**config.mk**
```make
export PLATFORM = sky130hd
export DESIGN_NAME = lvds_tx_scheduler
export DESIGN_NICKNAME = d
export VERILOG_FILES = /design/src/rtl/lvds_tx_scheduler_pkg.sv /design/src/rtl/lvds_tx_scheduler_rr_arbiter.sv /design/src/rtl/lvds_tx_scheduler.sv
export SDC_FILE = /design/constraint.sdc
export NUM_CORES = 1
export LEC_CHECK = 0
export ABC_AREA = 1
export CORE_UTILIZATION = 53
export CTS_CLUSTER_DIAMETER = 150
export DETAILED_ROUTE_END_ITERATION = 6
export PLACE_DENSITY = 0.81
export SLEW_MARGIN = 20
export SYNTH_ARGS = -nofsm -noshare
export SYNTH_HDL_FRONTEND = slang
export SYNTH_SLANG_ARGS = --single-unit
export TNS_END_PERCENT = 10
```
**constraint.sdc**
```tcl
create_clock -name clk -period 3.1 [get_ports clk]
set_input_delay 0.31 -clock clk [delete_from_list [all_inputs] [get_ports clk]]
set_output_delay 0.31 -clock clk [all_outputs]
set_load 0.01 [all_outputs]
```
**src/rtl/lvds_tx_scheduler_pkg.sv**
```systemverilog
// Shared constants for the LVDS TX scheduler: word width, FSM encodings and stop length.
// The block's only source for CH_NUM and the LTX_* state codes.
package lvds_tx_scheduler_pkg;

  localparam int CH_NUM       = 1;
  localparam int W            = CH_NUM * 8;
  localparam int LTX_STOP_LEN = 2;

  typedef enum logic [2:0] {
    LTX_IDLE  = 3'd0,
    LTX_START = 3'd1,
    LTX_DATA  = 3'd2,
    LTX_STOP  = 3'd3,
    LTX_GAP   = 3'd4
  } ltx_state_e;

  // Index width that stays at least one bit for a single requester.
  function automatic int idw(input int n);
    return (n > 1) ? $clog2(n) : 1;
  endfunction

endpackage

```
**src/rtl/lvds_tx_scheduler_rr_arbiter.sv**
```systemverilog
// Combinational round-robin arbiter: first set request at or above ptr, wrapping.
// Returns a one-hot grant and its index; nothing is granted while en is low.
module rr_arbiter
  import lvds_tx_scheduler_pkg::*;
#(
  parameter int N_REQ = 4
) (
  input  logic [N_REQ-1:0]      req,
  input  logic [idw(N_REQ)-1:0] ptr,
  input  logic                  en,
  output logic [N_REQ-1:0]      gnt,
  output logic [idw(N_REQ)-1:0] gnt_id
);

  localparam int IDW = idw(N_REQ);

  int   idx;
  logic found;

  always_comb begin
    gnt    = '0;
    gnt_id = '0;
    found  = 1'b0;
    idx    = 0;
    for (int k = 0; k < N_REQ; k++) begin
      idx = int'(ptr) + k;
      if (idx >= N_REQ) idx = idx - N_REQ;
      if (en && !found && req[idx]) begin
        gnt[idx] = 1'b1;
        gnt_id   = IDW'(idx);
        found    = 1'b1;
      end
    end
  end

endmodule

```
**src/rtl/lvds_tx_scheduler.sv**
```systemverilog
// Shares one LVDS serial TX line among N_REQ word sources, round-robin.
// Frame: start 0, W data bits LSB first, two stop highs, GAP idle highs.
module lvds_tx_scheduler
  import lvds_tx_scheduler_pkg::*;
#(
  parameter int N_REQ = 4,
  parameter int GAP   = 2
) (
  input  logic                  clk,
  input  logic                  rst,
  input  logic [N_REQ-1:0]      req,
  input  logic [N_REQ*W-1:0]    data_in,
  output logic [N_REQ-1:0]      ack,
  output logic [idw(N_REQ)-1:0] grant_id,
  output logic                  busy,
  output logic                  tx
);

  localparam int             IDW       = idw(N_REQ);
  localparam int             BCW       = $clog2(W + 1);
  localparam logic [BCW-1:0] BIT_LAST  = BCW'(W - 1);
  localparam logic [BCW-1:0] STOP_LAST = BCW'(LTX_STOP_LEN - 1);
  localparam logic [7:0]     GAP_LAST  = (GAP > 0) ? 8'(GAP - 1) : 8'd0;

  ltx_state_e       state_q;
  logic [W-1:0]     sft_q;
  logic [BCW-1:0]   bit_cnt_q;
  logic [7:0]       gap_cnt_q;
  logic [IDW-1:0]   ptr_q, ptr_d;
  logic [IDW-1:0]   grant_id_q;
  logic [N_REQ-1:0] ack_q;
  logic             busy_q, tx_q;

  logic [N_REQ-1:0] gnt;
  logic [IDW-1:0]   gnt_id;
  logic [W-1:0]     word_sel;
  logic [W-1:0]     words [N_REQ];

  rr_arbiter #(.N_REQ(N_REQ)) u_arb (
    .req    (req),
    .ptr    (ptr_q),
    .en     (state_q == LTX_IDLE),
    .gnt    (gnt),
    .gnt_id (gnt_id)
  );

  for (genvar gi = 0; gi < N_REQ; gi++) begin : g_word
    assign words[gi] = data_in[gi*W +: W];
  end

  always_comb begin
    word_sel = '0;
    for (int i = 0; i < N_REQ; i++) begin
      if (gnt[i]) word_sel = words[i];
    end
  end

  // Wraps to 0 past the last requester; with one requester this is always 0.
  assign ptr_d = (gnt_id == IDW'(N_REQ - 1)) ? '0 : gnt_id + IDW'(1);

  always_ff @(posedge clk) begin
    if (rst) begin
      state_q    <= LTX_IDLE;
      sft_q      <= '0;
      bit_cnt_q  <= '0;
      gap_cnt_q  <= '0;
      ptr_q      <= '0;
      grant_id_q <= '0;
      ack_q      <= '0;
      busy_q     <= 1'b0;
      tx_q       <= 1'b1;
    end else begin
      ack_q <= '0;
      case (state_q)
        LTX_IDLE: begin
          if (|gnt) begin
            sft_q      <= word_sel;
            grant_id_q <= gnt_id;
            ack_q      <= gnt;
            ptr_q      <= ptr_d;
            tx_q       <= 1'b0;
            busy_q     <= 1'b1;
            bit_cnt_q  <= '0;
            state_q    <= LTX_START;
          end
        end
        LTX_START: begin
          tx_q    <= sft_q[0];
          sft_q   <= sft_q >> 1;
          state_q <= LTX_DATA;
        end
        // bit_cnt_q is the index of the bit currently on the line.
        LTX_DATA: begin
          if (bit_cnt_q == BIT_LAST) begin
            tx_q      <= 1'b1;
            bit_cnt_q <= '0;
            state_q   <= LTX_STOP;
          end else begin
            tx_q      <= sft_q[0];
            sft_q     <= sft_q >> 1;
            bit_cnt_q <= bit_cnt_q + BCW'(1);
          end
        end
        LTX_STOP: begin
          if (bit_cnt_q == STOP_LAST) begin
            bit_cnt_q <= '0;
            if (GAP == 0) begin
              busy_q  <= 1'b0;
              state_q <= LTX_IDLE;
            end else begin
              gap_cnt_q <= '0;
              state_q   <= LTX_GAP;
            end
          end else begin
            bit_cnt_q <= bit_cnt_q + BCW'(1);
          end
        end
        LTX_GAP: begin
          if (gap_cnt_q == GAP_LAST) begin
            busy_q  <= 1'b0;
            state_q <= LTX_IDLE;
          end else begin
            gap_cnt_q <= gap_cnt_q + 8'd1;
          end
        end
        default: state_q <= LTX_IDLE;
      endcase
    end
  end

  assign ack      = ack_q;
  assign grant_id = grant_id_q;
  assign busy     = busy_q;
  assign tx       = tx_q;

endmodule

```
* Yosys cells after proc, flatten, opt, wreduce, memory -nomap -nowiden *
Index checks and enable logic that the tools add are counted.
Widths: inputs -> output; s select.

storage, ports and cells
  register bits after elaboration = 33
  bits in latches = 0
  bits in writable memories = 0
  bits in read-only memories = 0
  input port bits = 38
  output and inout bits = 8
  memories = 0

cells by class
  add/subtract/negate cells = 10
  multipliers = 0
  divide/modulo/power cells = 0
  magnitude comparators = 12
  eq/ne operators = 14
  shift operators = 0
  mux-type cells = 61
  bitwise gates (word level) = 5
  reduce and logical (&&, ||, !) cells = 28

operators by type and width
  kind                   number
  $ge 32x1->1 const B    4
  $lt 32x4->1 const B    4
  $mux 32                4
  $ge 32x4->1 const B    3
  $sub 32x4->32 const B  3
  $mux 8                 8
  $mux 4                 7
  $pmux 8 s3             1
  $mux 1                 19
  $pmux 8 s2             1
  $pmux 3 s5             1
  $mux 3                 4
  $ne 2x2->1 const B     6
  $or 4x4->4             3
  $pmux 4 s3             1
  $logic_and 1x1->1      11
  $mux 2                 5
  $reduce_and 3->1       3
  $add 8x1->8 const B    1
  $bmux 1 s2             4
  $demux 1 s2            4
  $eq 8x1->1 const B     1
  $add 2x2->3 const B    2
  $eq 3x2->1 const B     2
  21 further kinds       28

* Longest topological paths before layout *
Gate-level depths: netlist of run 1.

  depth in word-level cells = 25
  gate-level depth with buffers = 16
  depth with buffers taken out = 16

* Cells and area by module *
Synthesis of run 1 repeated with hierarchy kept, for this count alone.

unflattened totals
  cell total of the unflattened synthesis = 382
  area, all modules = 2533.7 um^2

by module, submodules not included
  module             instances  cells each  area each (um^2)
  lvds_tx_scheduler  1          301         2035.7
  rr_arbiter         1          81          498.0

* Worst setup path after synthesis of run 1 *
Ideal clock, no wire load.

  kind = reg-to-reg
  start point = reg ptr_q[0]
  end point = reg ptr_q[1]
  arrival = 2.219 ns
  data required time = 2.975 ns
  slack = 0.756 ns
  stages on the path, launching flop included = 15
  clock period less this slack = 2.344 ns
  cell sequence = dfxtp_1 -> inv_2 -> ha_1 -> inv_1 -> nand3_2 -> nand2_1 -> inv_2 -> nor2_8 -> nand2_1 -> o21ai_0 -> a21oi_1 -> o22ai_1 -> ha_1 -> o21ai_0 -> a21oi_1

on the way
  word-level cells in the longest chain between the ends = 21
  elaborated cells between the ends (all ways) = 76
  classes of those cells = add/sub: 8; order compare: 12; eq/ne: 1; mux: 36; bitwise: 3; reduce/logical: 16

RTL lines
  element                                                                 line                                source
  from (decl)                                                             lvds_tx_scheduler.sv:29             logic [IDW-1:0] ptr_q, ptr_d;
  from (signal assigned)                                                  lvds_tx_scheduler.sv:80             ptr_q <= ptr_d;
  parallel branches: the longest is 18 deep, another holds $sub 32x4->32  --
  $mux 2 (*)                                                              lvds_tx_scheduler_rr_arbiter.sv:28  if (en && !found && req[idx]) begin
  net gnt_id[1]                                                           lvds_tx_scheduler.sv:35             logic [IDW-1:0] gnt_id;
  $add 2x1->2 / $eq 2x2->1 (equally long branches)                        lvds_tx_scheduler.sv:59             assign ptr_d = (gnt_id == IDW'(N_REQ - 1)) ? '0 : gnt_id + IDW'(1);
  $mux 2 (*)                                                              lvds_tx_scheduler.sv:59
  net ptr_d[1]                                                            lvds_tx_scheduler.sv:29

Mark *: on every way through the listed nets, which the timed path passes. The select of a mux whose other input is x is not followed.
A chain may end at the register's enable or synchronous reset.

* Worst setup path after layout of run 1 *
Same ends and word-level chain as after synthesis.

==> results.sh, run 1 <==
export IMPL_status="complete, no violations"
export IMPL_fmax_mhz=368.3
export IMPL_synth_top_area_share=0.2730
export IMPL_drv_cap=0
export IMPL_gp_congestion=0.9007
export IMPL_worstSetupPathType="flip-flop to flip-flop"
export IMPL_yosysTopAreaCell="dfxtp_1"
export IMPL_grt_pass1_vias=2185
export IMPL_tns_ns=0
export IMPL_die_w_um=69.57
export IMPL_drive_above_1_share=0.09615
export IMPL_cp_arrival_ns=2.88
export IMPL_cts_tree="built"
export IMPL_first_iter_violations=189
export IMPL_placed_area_mm2=0.002909
export IMPL_clock_sinks=33
export IMPL_ys_seq_area_frac=0.2730
export IMPL_p_per_area_mw_per_mm2=1034
export IMPL_syn_num_nets=416
export IMPL_final_hold_viol_count=0
export IMPL_synth_seq_cells=33
export IMPL_period_minus_slack_ns=2.715
export IMPL_synthTopCellsByArea="dfxtp_1 (27%), nand2_1 (16%), a21oi_1 (7.0%)"
export IMPL_std_cell_rows=24
export IMPL_timing_final_crit_share=0.8759
export IMPL_antenna_found_initial=0
export IMPL_cp_top_family="adder cells"
export IMPL_track_usage=0.2374
export IMPL_dp_hpwl_um=4271
export IMPL_cp_num_buf_inv=3
export IMPL_vias=2436
export IMPL_cp_end_kind="flip-flop"
export IMPL_ir_drop_mv=0.7333
export IMPL_slew_violations=0
export IMPL_hold_buffers=0
export IMPL_p_leak_uw=0.001379
export IMPL_worstSkewPairLatency_ns=0.28
export IMPL_cts_reportedPaths_clkPinSlew_ns=0.07
export IMPL_drtPass1Iterations=4
export IMPL_skew_ns=0.003121
export IMPL_nFillCells=373
export IMPL_required_ns=3.27
export IMPL_remaining_drc_errors=0
export IMPL_post_cts_resized=0
export IMPL_crit_path_max_incr_delay_ns=0.52
export IMPL_die_area_mm2=0.004840
export IMPL_cts_buffer_depth=2
export IMPL_yosys_warnings=0
export IMPL_core_mm2=0.004384
export IMPL_max_slew_margin=0.5809
export IMPL_diodes=0
export IMPL_synth_cell_type_count=38
export IMPL_grt_overflow_total=0
export IMPL_grt_max_degree=18
export IMPL_path_cells="inv_2 > ha_1 > inv_1 > nand3_2 > nand2_1 > inv_2 > nor2_8 > nand2_1 > o21ai_0 > a21oi_1 > o22ai_1 > ha_1 > o21ai_0 > a21oi_1"
export IMPL_areaGrowthSynthToFinish_pct=24.41
export IMPL_worstSetupStartpointType="flip-flop"
export IMPL_grt_pass1_wl_um=9432
export IMPL_cts_root_buf="clkbuf_8"
export IMPL_post_cts_buffers=0
export IMPL_start_util=0.5519
export IMPL_finalNetCount=465
export IMPL_final_cell_mix="nand2_1 (102), inv_1 (45), clkdlybuf4s50_1 (45)"
export IMPL_io_pins=46
export IMPL_wirelength_um=5558
export IMPL_fp_dieH_um=69.57
export IMPL_total_power_uw=3113
export IMPL_io_buffers=45
export IMPL_layout_commonest_cell="nand2_1"
export IMPL_synthCells=366
export IMPL_avgSynthCellArea_um2=6.612
export IMPL_htree_levels=2
export IMPL_slowest_stage="dfxtp_1"
export IMPL_fin_area_mm2=0.003010
export IMPL_vias_per_cell=5.205
export IMPL_wl_per_cell_um=11.88
export IMPL_antenna_left=0
export IMPL_cts_made_buffers=5
export IMPL_worst_pin_slew_ns=0.6220
export IMPL_rsz0062_at_grt="false"
export IMPL_finalSetupViolations=0
export IMPL_min_path_type="flip-flop to flip-flop"
export IMPL_cp_max_fo=10
export IMPL_syn_area_mm2=0.002420
-- registers in the layout, indices dropped and copies added, names as in the netlist --
name	count
sft_q	8
gap_cnt_q	8
ptr_q	2
bit_cnt_q	4
ack	4
busy	1
grant_id	2
state_q	3
tx	1
-- metrics by stage --
stage                       util  std cells  setup slack (ns)  hold slack [ns]
after CTS                 0.6866        468            0.3934           0.4700
after global routing      0.6866        468            0.1443           0.5008
final                     0.6866        468            0.3847           0.4630
after global placement    0.6635        460            0.4282           0.4472
after floorplan                -        366            0.7564           0.3791
after detailed placement  0.6635        460            0.4188           0.4604
-- kinds of logic after synthesis --
logic type / count (synthesis) / share of synthesized area
fa+ha+maj: 12 / 0.06205
buf+inv: 58 / 0.1029
simple gates: 205 / 0.4271
flops: 33 / 0.2730
compound gates: 55 / 0.1241
xor+xnor: 3 / 0.01086
-- area by class of cell --
cell class	count	area (um2)	share of cell area
Clock buffer	7	96.34	0.03200
Tap cell	52	65.06	0.02161
Clock inverter	1	5.005	0.001663
Multi-Input combinational cell	275	1510	0.5017
Inverter	52	200.2	0.06650
Timing Repair Buffer	48	473.0	0.1571
Sequential cell	33	660.6	0.2195
-- tightest hold or removal path, cell delays in order (launching register included) --
cell,delay (ns)
dfxtp_1,0.31
nand2_1,0.06
a21oi_1,0.05
-- per-layer routing --
metal	GRT usage	wire, um
met1	0.3081	2643
met2	0.3862	2507
met3	0.06105	348
met4	0.07256	58
met5	0	0
-- cells in the mapped netlist (all sizes together) --
library cell / n
nor3: 6
nor4: 3
nand2: 107
dfxtp: 33
nor3b: 2
o21a: 1
clkbuf: 2
buf: 4
inv: 52
o22ai: 1
o211ai: 1
o2111ai: 1
xnor2: 1
xor2: 2
nor2: 32
nand3: 39
a31oi: 1
a21oi: 35
and2: 1
o21ai: 14
a211oi: 1
ha: 12
nand4: 4
or2: 11
-- power breakdown --
group / internal [uW] / switching [uW] / total [uW]
sequential: 547 / 85.3 / 632
clock: 201 / 158 / 358
combinational: 768 / 1350 / 2120
total: 1520 / 1600 / 3110
-- worst paths after layout --
check        depth (start not counted)  slack (ns)           end         start
max                                 14        0.38      ptr_q[1]      ptr_q[0]
min                                  2        0.46  bit_cnt_q[3]  bit_cnt_q[3]
max reg2reg                         14        0.38      ptr_q[1]      ptr_q[0]
min reg2reg                          2        0.46  bit_cnt_q[3]  bit_cnt_q[3]
No activity file was read; power rests on OpenSTA's default activity.
==> run 2: changes to the inputs <==
- RECOVER_POWER: unset -> 50
==> results.sh, run 2 (same netlist as run 1, synthesis figures left out) <==
export IMPL_grt_busiest_layer="met2"
export IMPL_holdWs_ns=0.4630
export IMPL_io_buffers=45
export IMPL_cp_end_kind="flip-flop"
export IMPL_placed_area_mm2=0.002909
export IMPL_status="complete, no violations"
export IMPL_dp_hpwl_um=4271
export IMPL_io_pins=46
export IMPL_layout_commonest_cell="nand2_1"
export IMPL_fp_dieH_um=69.57
export IMPL_cts_made_buffers=5
export IMPL_slew_violations=0
export IMPL_tns_ns=0
export IMPL_vias=2451
export IMPL_vias_per_cell=5.237
export IMPL_skew_ns=0.003921
export IMPL_antenna_left=0
export IMPL_cts_buffer_depth=2
export IMPL_grt_max_degree=18
export IMPL_final_hold_viol_count=0
export IMPL_grt_met3_usage=0.06105
export IMPL_gp_congestion=0.9007
export IMPL_max_slew_margin=0.5815
export IMPL_finalNetCount=465
export IMPL_period_minus_slack_ns=2.718
export IMPL_finalSetupViolations=0
export IMPL_die_w_um=69.57
export IMPL_worstSetupPathType="flip-flop to flip-flop"
export IMPL_worstSetupStartpointType="flip-flop"
export IMPL_ir_drop_mv=0.7237
export IMPL_nFillCells=373
export IMPL_core_mm2=0.004384
export IMPL_cp_max_fo=10
export IMPL_final_cell_mix="nand2_1 (102), inv_1 (45), clkdlybuf4s50_1 (37)"
export IMPL_min_path_type="flip-flop to flip-flop"
export IMPL_grtUsageMet1=0.3081
export IMPL_worst_pin_slew_ns=0.6213
export IMPL_start_util=0.5519
export IMPL_timing_final_crit_share=0.8768
export IMPL_antenna_found_initial=0
export IMPL_grt_overflow_total=0
export IMPL_rsz0062_at_grt="false"
export IMPL_clock_sinks=33
export IMPL_cts_tree="built"
export IMPL_grt_pass1_wl_um=9432
export IMPL_drive_above_1_share=0.09375
export IMPL_htree_levels=2
export IMPL_areaGrowthSynthToFinish_pct=24.25
export IMPL_cts_reportedPaths_clkPinSlew_ns=0.07
export IMPL_diodes=0
export IMPL_die_area_mm2=0.004840
export IMPL_wirelength_um=5597
export IMPL_area_sequential_um2=660.6
export IMPL_first_iter_violations=179
export IMPL_grt_pass1_vias=2185
export IMPL_post_cts_buffers=0
export IMPL_post_cts_resized=0
export IMPL_required_ns=3.27
export IMPL_fmax_mhz=367.9
export IMPL_drtPass1Iterations=5
export IMPL_fin_area_mm2=0.003007
export IMPL_p_per_area_mw_per_mm2=1031
export IMPL_cts_root_buf="clkbuf_8"
export IMPL_worstSkewPairLatency_ns=0.28
export IMPL_grt_met2_usage=0.3862
export IMPL_wl_per_cell_um=11.96
export IMPL_cp_arrival_ns=2.89
export IMPL_track_usage=0.2374
export IMPL_multiInputGateArea_mm2=0.001510
export IMPL_drv_cap=0
export IMPL_total_power_uw=3100
export IMPL_remaining_drc_errors=0
export IMPL_p_leak_uw=0.001395
export IMPL_std_cell_rows=24
export IMPL_hold_buffers=0
export IMPL_reg_top3="gap_cnt_q x8, sft_q x8"
==> run 2: path summary, 6_finish.rpt <==
path | start | end | slack [ns] | depth (start not counted)
max reg2reg | ptr_q[0] | ptr_q[1] | 0.38 | 14
min | bit_cnt_q[3] | bit_cnt_q[3] | 0.46 | 2
min reg2reg | bit_cnt_q[3] | bit_cnt_q[3] | 0.46 | 2
max | ptr_q[0] | ptr_q[1] | 0.38 | 14
==> run 2: final cells by class <==
class	instances	area share
inverters	52	0.06658
clock inverters	1	0.001665
flip-flops and latches	33	0.2197
clock buffers	7	0.03204
multi-input cells	275	0.5023
repair buffers	48	0.1561
well taps	52	0.02164
==> run 2: through the flow <==
step,std cells,utilization,setup slack [ns]
after CTS,468,0.6866,0.3934
after floorplan,366,-,0.7564
after global placement,460,0.6635,0.4282
after global routing,468,0.6858,0.1443
final,468,0.6858,0.3819
after detailed placement,460,0.6635,0.4188
==> run 2: critical path: stages (launching register included) <==
cell and delay [ns]:
dfxtp_1 0.52, inv_2 0.15, ha_1 0.38, inv_1 0.11
nand3_2 0.11, nand2_1 0.12, inv_2 0.07, nor2_8 0.16
nand2_1 0.10, o21ai_0 0.09, a21oi_1 0.05, o22ai_1 0.22
ha_1 0.28, o21ai_0 0.16, a21oi_1 0.06
==> run 2: power by group <==
group	switching, uW	internal (uW)	total, uW
combinational	1360	752	2110
sequential	83.0	547	630
clock	158	201	359
total	1600	1500	3100
==> run 2: per-layer routing <==
metal  vias up  wire, um  share of wire
li1       1287         -              -
met1      1074      2633           0.47
met2        82      2532           0.45
met3         8       372          0.066
met4         0        58          0.010
met5         -         0              0
==> variant 1 (flow settings as in run 1) <==
`N_REQ` is set to 4 in 2 places; all go to 8.
--- a/src/rtl/lvds_tx_scheduler_rr_arbiter.sv
+++ b/src/rtl/lvds_tx_scheduler_rr_arbiter.sv
@@ -3,7 +3,7 @@
 module rr_arbiter
   import lvds_tx_scheduler_pkg::*;
 #(
-  parameter int N_REQ = 4
+  parameter int N_REQ = 8
 ) (
   input  logic [N_REQ-1:0]      req,
   input  logic [idw(N_REQ)-1:0] ptr,
--- a/src/rtl/lvds_tx_scheduler.sv
+++ b/src/rtl/lvds_tx_scheduler.sv
@@ -3,7 +3,7 @@
 module lvds_tx_scheduler
   import lvds_tx_scheduler_pkg::*;
 #(
-  parameter int N_REQ = 4,
+  parameter int N_REQ = 8,
   parameter int GAP   = 2
 ) (
   input  logic                  clk,
Ports: changed (resized ack, data_in, grant_id and req); port bits go from 46 to 87. No check against the original RTL was run, so the function may have changed too.
==> variant 1 against run 1 <==
  * The flow now finishes with violations (setup timing)
  * Clock skew up 4.0 ps
  * Worst hold slack better by 16 ps
  * Worst setup slack worse by 460 ps
  * Count of clock-buffer cells in the layout down 1
  * Critical path type unchanged
  * Area after synthesis up 59%
  * Non-clock buffer count up 106
  * Highest routed layer unchanged
  * Design area up 90%
  * Sequential share of layout area down 8.2 points
  * Critical endpoint is now grant_id[2]$_SDFFE_PP0N_
  * Routed wire length rose to 2.6 times the old value
  * Sequential cell count up 6
  * Fmax down 14%
Power is left out: the tool's default activity adds up to more than one toggle a clock period on the data nets, which glitch-free logic cannot reach.
==> variant 1: results (changes against run 1) <==
| Metric | Value |
|---|---|
| Run status | `finished with violations` |
| Violated checks | `setup timing` |
| Fill cell count | `485 (+30%)` |
| Max FO, Critical Path | `8 (-2)` |
| Layout net count | `892 (+92%)` |
| Worst-path clk slew | `90 ps (+20 ps)` |
| Final setup margin | `-73.33 ps (-458.0 ps)` |
| Dominant cells by area after synthesis | `dfxtp_1 (20%), nand2_1 (17%), nor2_1 (11%)` |
| Final hold slack | `478.6 ps (+15.57 ps)` |
| Synth Register Bits | `39 (+18%)` |
| DRT iter0 DRCs | `442 (+130%)` |
| First-pass GRT wire length | `20730 microns (+120%)` |
| Data arrival, critical path | `3360 ps (+480 ps)` |
| Total track usage | `0.3440 (+0.1066)` |
| FF-to-FF path depth | `20 (+6)` |
| Number of library cell types mapped by synthesis | `45 (+18%)` |
| Port-buffer cells | `86 (+91%)` |
| Routability cong. | `0.9906 (+10%)` |
| Largest net degree at the start of global routing | `22 (+4)` |
| DRT Pass-1 Iters | `5 (+1)` |
| Synthesized net count | `749 (+80%)` |
| Endpoints failing setup | `10 (+10)` |
| Fmax achieved | `0.3151 GHz (-14%)` |
| Reg2reg start | `state_q[0]$_SDFFE_PP0P_` |
| Tightest Pin Transition | `665.8 ps (+43.83 ps)` |
| Worst stage delay on the critical path | `350 ps (-170 ps)` |
| Share of cells above drive strength 1 | `0.2360 (+0.1399)` |
| Post-DR vias/cell | `5.771 (+11%)` |
| Post-synth top cells | `nand2_1 (178), nor2_1 (113), nand3_1 (51), inv_1 (47), dfxtp_1 (39)` |
[variant 1: what timing repair did]
action | in CTS | in global routing
pin swaps | 1 | 29
buffers inserted | 0 | 16
gates cloned | 0 | 2
gates resized for setup | 4 | 74
setup endpoints to repair | 10 | 30
[variant 1: worst max-delay path, delay by kind of cell, from the launching register on]
family	cells	cell delay, ps
AND/OR/NAND/NOR	14	1860
buffers and inverters	4	540
flip-flops	1	350
AO/OA/AOI/OAI	2	290
[variant 1: metrics by stage]
step                      worst slack (ps)  cells  setup TNS [ps]  instance area (sq um)
after global placement              -36.08    875          -186.8                   5177
after detailed placement            -69.33    875          -435.4                   5177
after CTS                           -1.479    883          -2.132                   5330
after global routing                -230.5    901           -4897                   5731
after floorplan                     -55.77    661          -241.3                   3915
final                               -73.33    901          -201.7                   5731
[variant 1: layer usage]
layer / up-vias / global-route usage / routed length, microns
li1: 2450 / - / -
met1: 2313 / 0.4032 / 5511
met2: 363 / 0.6072 / 6902
met3: 74 / 0.06256 / 1443
met4: 0 / 0.1550 / 596
met5: - / 0 / 0
[variant 1: kinds of logic (layout without fill, tap and decap cells)]
group,count (synthesis),after routing,share of synthesized area
buffers and inverters,82,225,0.09731
flip-flops,39,39,0.2024
adder cells (fa/ha/maj),14,14,0.04541
AO/OA/AOI/OAI,106,107,0.1625
AND/OR/NAND/NOR,418,418,0.4878
XOR/XNOR,2,2,0.004542
[variant 1: layout make-up]
cell class                 count  share of cell area
inverter                      63             0.04585
clock inverter                 2             0.01048
tap                           96             0.02096
multi-input combinational    541              0.5155
timing repair buffer         154              0.2570
sequential                    39              0.1376
clock buffer                   6             0.01266
==> variant 2 (config.mk and constraints of run 1) <==
Without the edit above. Register the output `tx` once more, with the module's reset; this adds one clock of latency there. The other outputs are not delayed to match.
--- a/src/rtl/lvds_tx_scheduler.sv
+++ b/src/rtl/lvds_tx_scheduler.sv
@@ -131,7 +131,13 @@
   assign ack      = ack_q;
   assign grant_id = grant_id_q;
   assign busy     = busy_q;
-  assign tx       = tx_q;
+  always_ff @(posedge clk) begin
+    if (rst) begin
+      tx <= '0;
+    end else begin
+      tx <= tx_q;
+    end
+  end
 
 endmodule
 
Function: changed (a bounded check fails within 4 cycles, from zero or initial values and one cycle with rst high).
==> variant 2 against run 1 <==
  * Non-clock buffer count up 2
  * Routed wire length fell by 3.2%
  * Synthesized cell count shrank 2.7%
  * Sequential cell count increased by 1
  * Via count decreased by 3.2%
  * Global-route usage is 0.92 points higher
  * Total power fell by 11%
  * Worst setup slack got worse by 20 ps
  * Area after synthesis is 2.7% lower
  * Design area fell by 2.3%
  * Sequential share of layout area up 1.2 points
  * Highest routed layer unchanged
==> variant 2: results (changes against run 1) <==
| Metric | Value |
|---|---|
| Run status | `completed` |
| DRT iter0 DRCs | `143 (-24%)` |
| Worst-path clk slew | `70 ps (about the same)` |
| Data arrival, critical path | `2900 ps (+20 ps)` |
| Largest net degree at the start of global routing | `24 (+6)` |
| Syn_area_per_cell | `6.611 sq um (about the same)` |
| Post-Synth Adder-Cell Area | `0.06380 (+0.001748)` |
| Fill cell count | `357 (-4.3%)` |
| Post-Synth XOR/XNOR Area | `0.01116 (+0.0003059)` |
| WL/cell | `11.80 microns (-0.64%)` |
| Hold path startpoint | `tx_q$_SDFFE_PP1P_` |
| Area after DPL | `2849 sq um (-2.1%)` |
| Share of cells above drive strength 1 | `0.1010 (+0.004831)` |
| Met1 Use GR | `0.3198 (+0.01165)` |
| Leak | `1.307 nW (-5.3%)` |
| FF-to-FF path depth | `16 (+2)` |
| First-pass GRT wire length | `8694 microns (-7.8%)` |
| Number of library cell types mapped by synthesis | `35 (-7.9%)` |
| Synthesized net count | `406 (-2.4%)` |
| Total track usage | `0.2466 (+0.009198)` |
| Vias in the first global route | `2059 (-5.8%)` |
| Post-DR vias/cell | `5.173 (-0.61%)` |
| Peak supply drop | `0.4765 mV (-35%)` |
| GR Util met3 | `0.04112 (-0.01993)` |
| Post-DP HPWL | `4155 microns (-2.7%)` |
| Total Wirelength | `5381 microns (-3.2%)` |
| Met2 GRT Util | `0.4044 (+0.01822)` |
| Max FO, Critical Path | `12 (+2)` |
| Seq/Total Area, Yosys | `0.2892 (+0.01620)` |
| Placed Cells | `448 (-2.6%)` |
| Worst stage delay on the critical path | `560 ps (+40 ps)` |
| Routability cong. | `0.8804 (-2.3%)` |
| Tightest Pin Transition | `534.5 ps (-87.51 ps)` |
| Hold Path End | `tx$_SDFF_PP0_` |
| Dominant cells by area after synthesis | `dfxtp_1 (29%), nand2_1 (15%), a21oi_1 (9.4%)` |
| Compound-Gate Fraction of Synth Area | `0.1350 (+0.01094)` |
| Layout net count | `455 (-2.2%)` |
| FF-to-FF setup slack | `360 ps (-20 ps)` |
| DRT Pass-1 Iters | `5 (+1)` |
| Worst r2r dst | `sft_q[5]$_SDFFE_PP0P_` |
-- variant 2: cell count changes after synthesis, moves of 3 or more --
cell / change
nand2_1: -11
o21ai_0: -5
nand2_2: +3
nor2_1: +7
or2_0: -7
a21oi_1: +10
inv_1: -7
-- variant 2: worst max path at each step --
stage	start	endpoint	slack [ps]	depth (start not counted)
4_1_cts	register	sft_q[4]$_SDFFE_PP0P_	390	16
5_1_grt	register	sft_q[1]$_SDFFE_PP0P_	70	15
6_report	register	sft_q[5]$_SDFFE_PP0P_	360	16
3_5_place_dp	register	sft_q[4]$_SDFFE_PP0P_	410	16
3_3_place_gp	register	sft_q[3]$_SDFFE_PP0P_	500	15
2_1_floorplan	register	sft_q[2]$_SDFFE_PP0P_	670	17
-- variant 2: power by group --
group | internal, W | switching, W | total (W)
clock network | 0.000179 | 0.000153 | 0.000332
registers | 0.000537 | 0.0000714 | 0.000608
logic | 0.000646 | 0.00119 | 0.00183
total | 0.00136 | 0.00141 | 0.00277
-- variant 2: logic make-up after synthesis --
family / after synthesis
AOI/OAI and AO/OA: 60
DFF: 34
adders and majority gates: 12
xor gates and xnor gates: 3
buffers and inverters: 51
and+or+nand+nor: 196
-- variant 2: per-layer routing --
metal | share of wire | routed length (microns)
met4 | 0.013 | 70
met1 | 0.46 | 2455
met3 | 0.055 | 298
met2 | 0.48 | 2557
met5 | 0 | 0
-- variant 2: final cells by class --
cell class              instances  area (sq um)  area share
multi-input cells             271          1456      0.4953
repair buffers                 50         488.0      0.1660
clock inverters                 1         5.005    0.001702
flip-flops and latches         34         680.7      0.2315
well taps                      50         62.56     0.02128
inverters                      43         161.4     0.05489
clock buffers                   7         86.33     0.02936
-- variant 2: worst max-delay path, delay by kind of cell, from the launching register on --
kind / cells / cell delay, ps
flops: 1 / 560
fa+ha+maj: 1 / 390
compound gates: 1 / 50
buf+inv: 4 / 470
simple gates: 10 / 1140
-- variant 2: per-stage QoR --
stage          utilization  hold slack (ps)  setup WS, ps  total power [W]
2_1_floorplan            -            388.5         666.9         0.002065
3_3_place_gp        0.6875            422.1         499.7         0.002404
3_5_place_dp        0.6875            420.0         411.6         0.002437
4_1_cts             0.7095            428.5         388.4         0.002775
5_1_grt             0.7095            446.9         68.70         0.003049
6_report            0.7095            431.0         364.4         0.002774
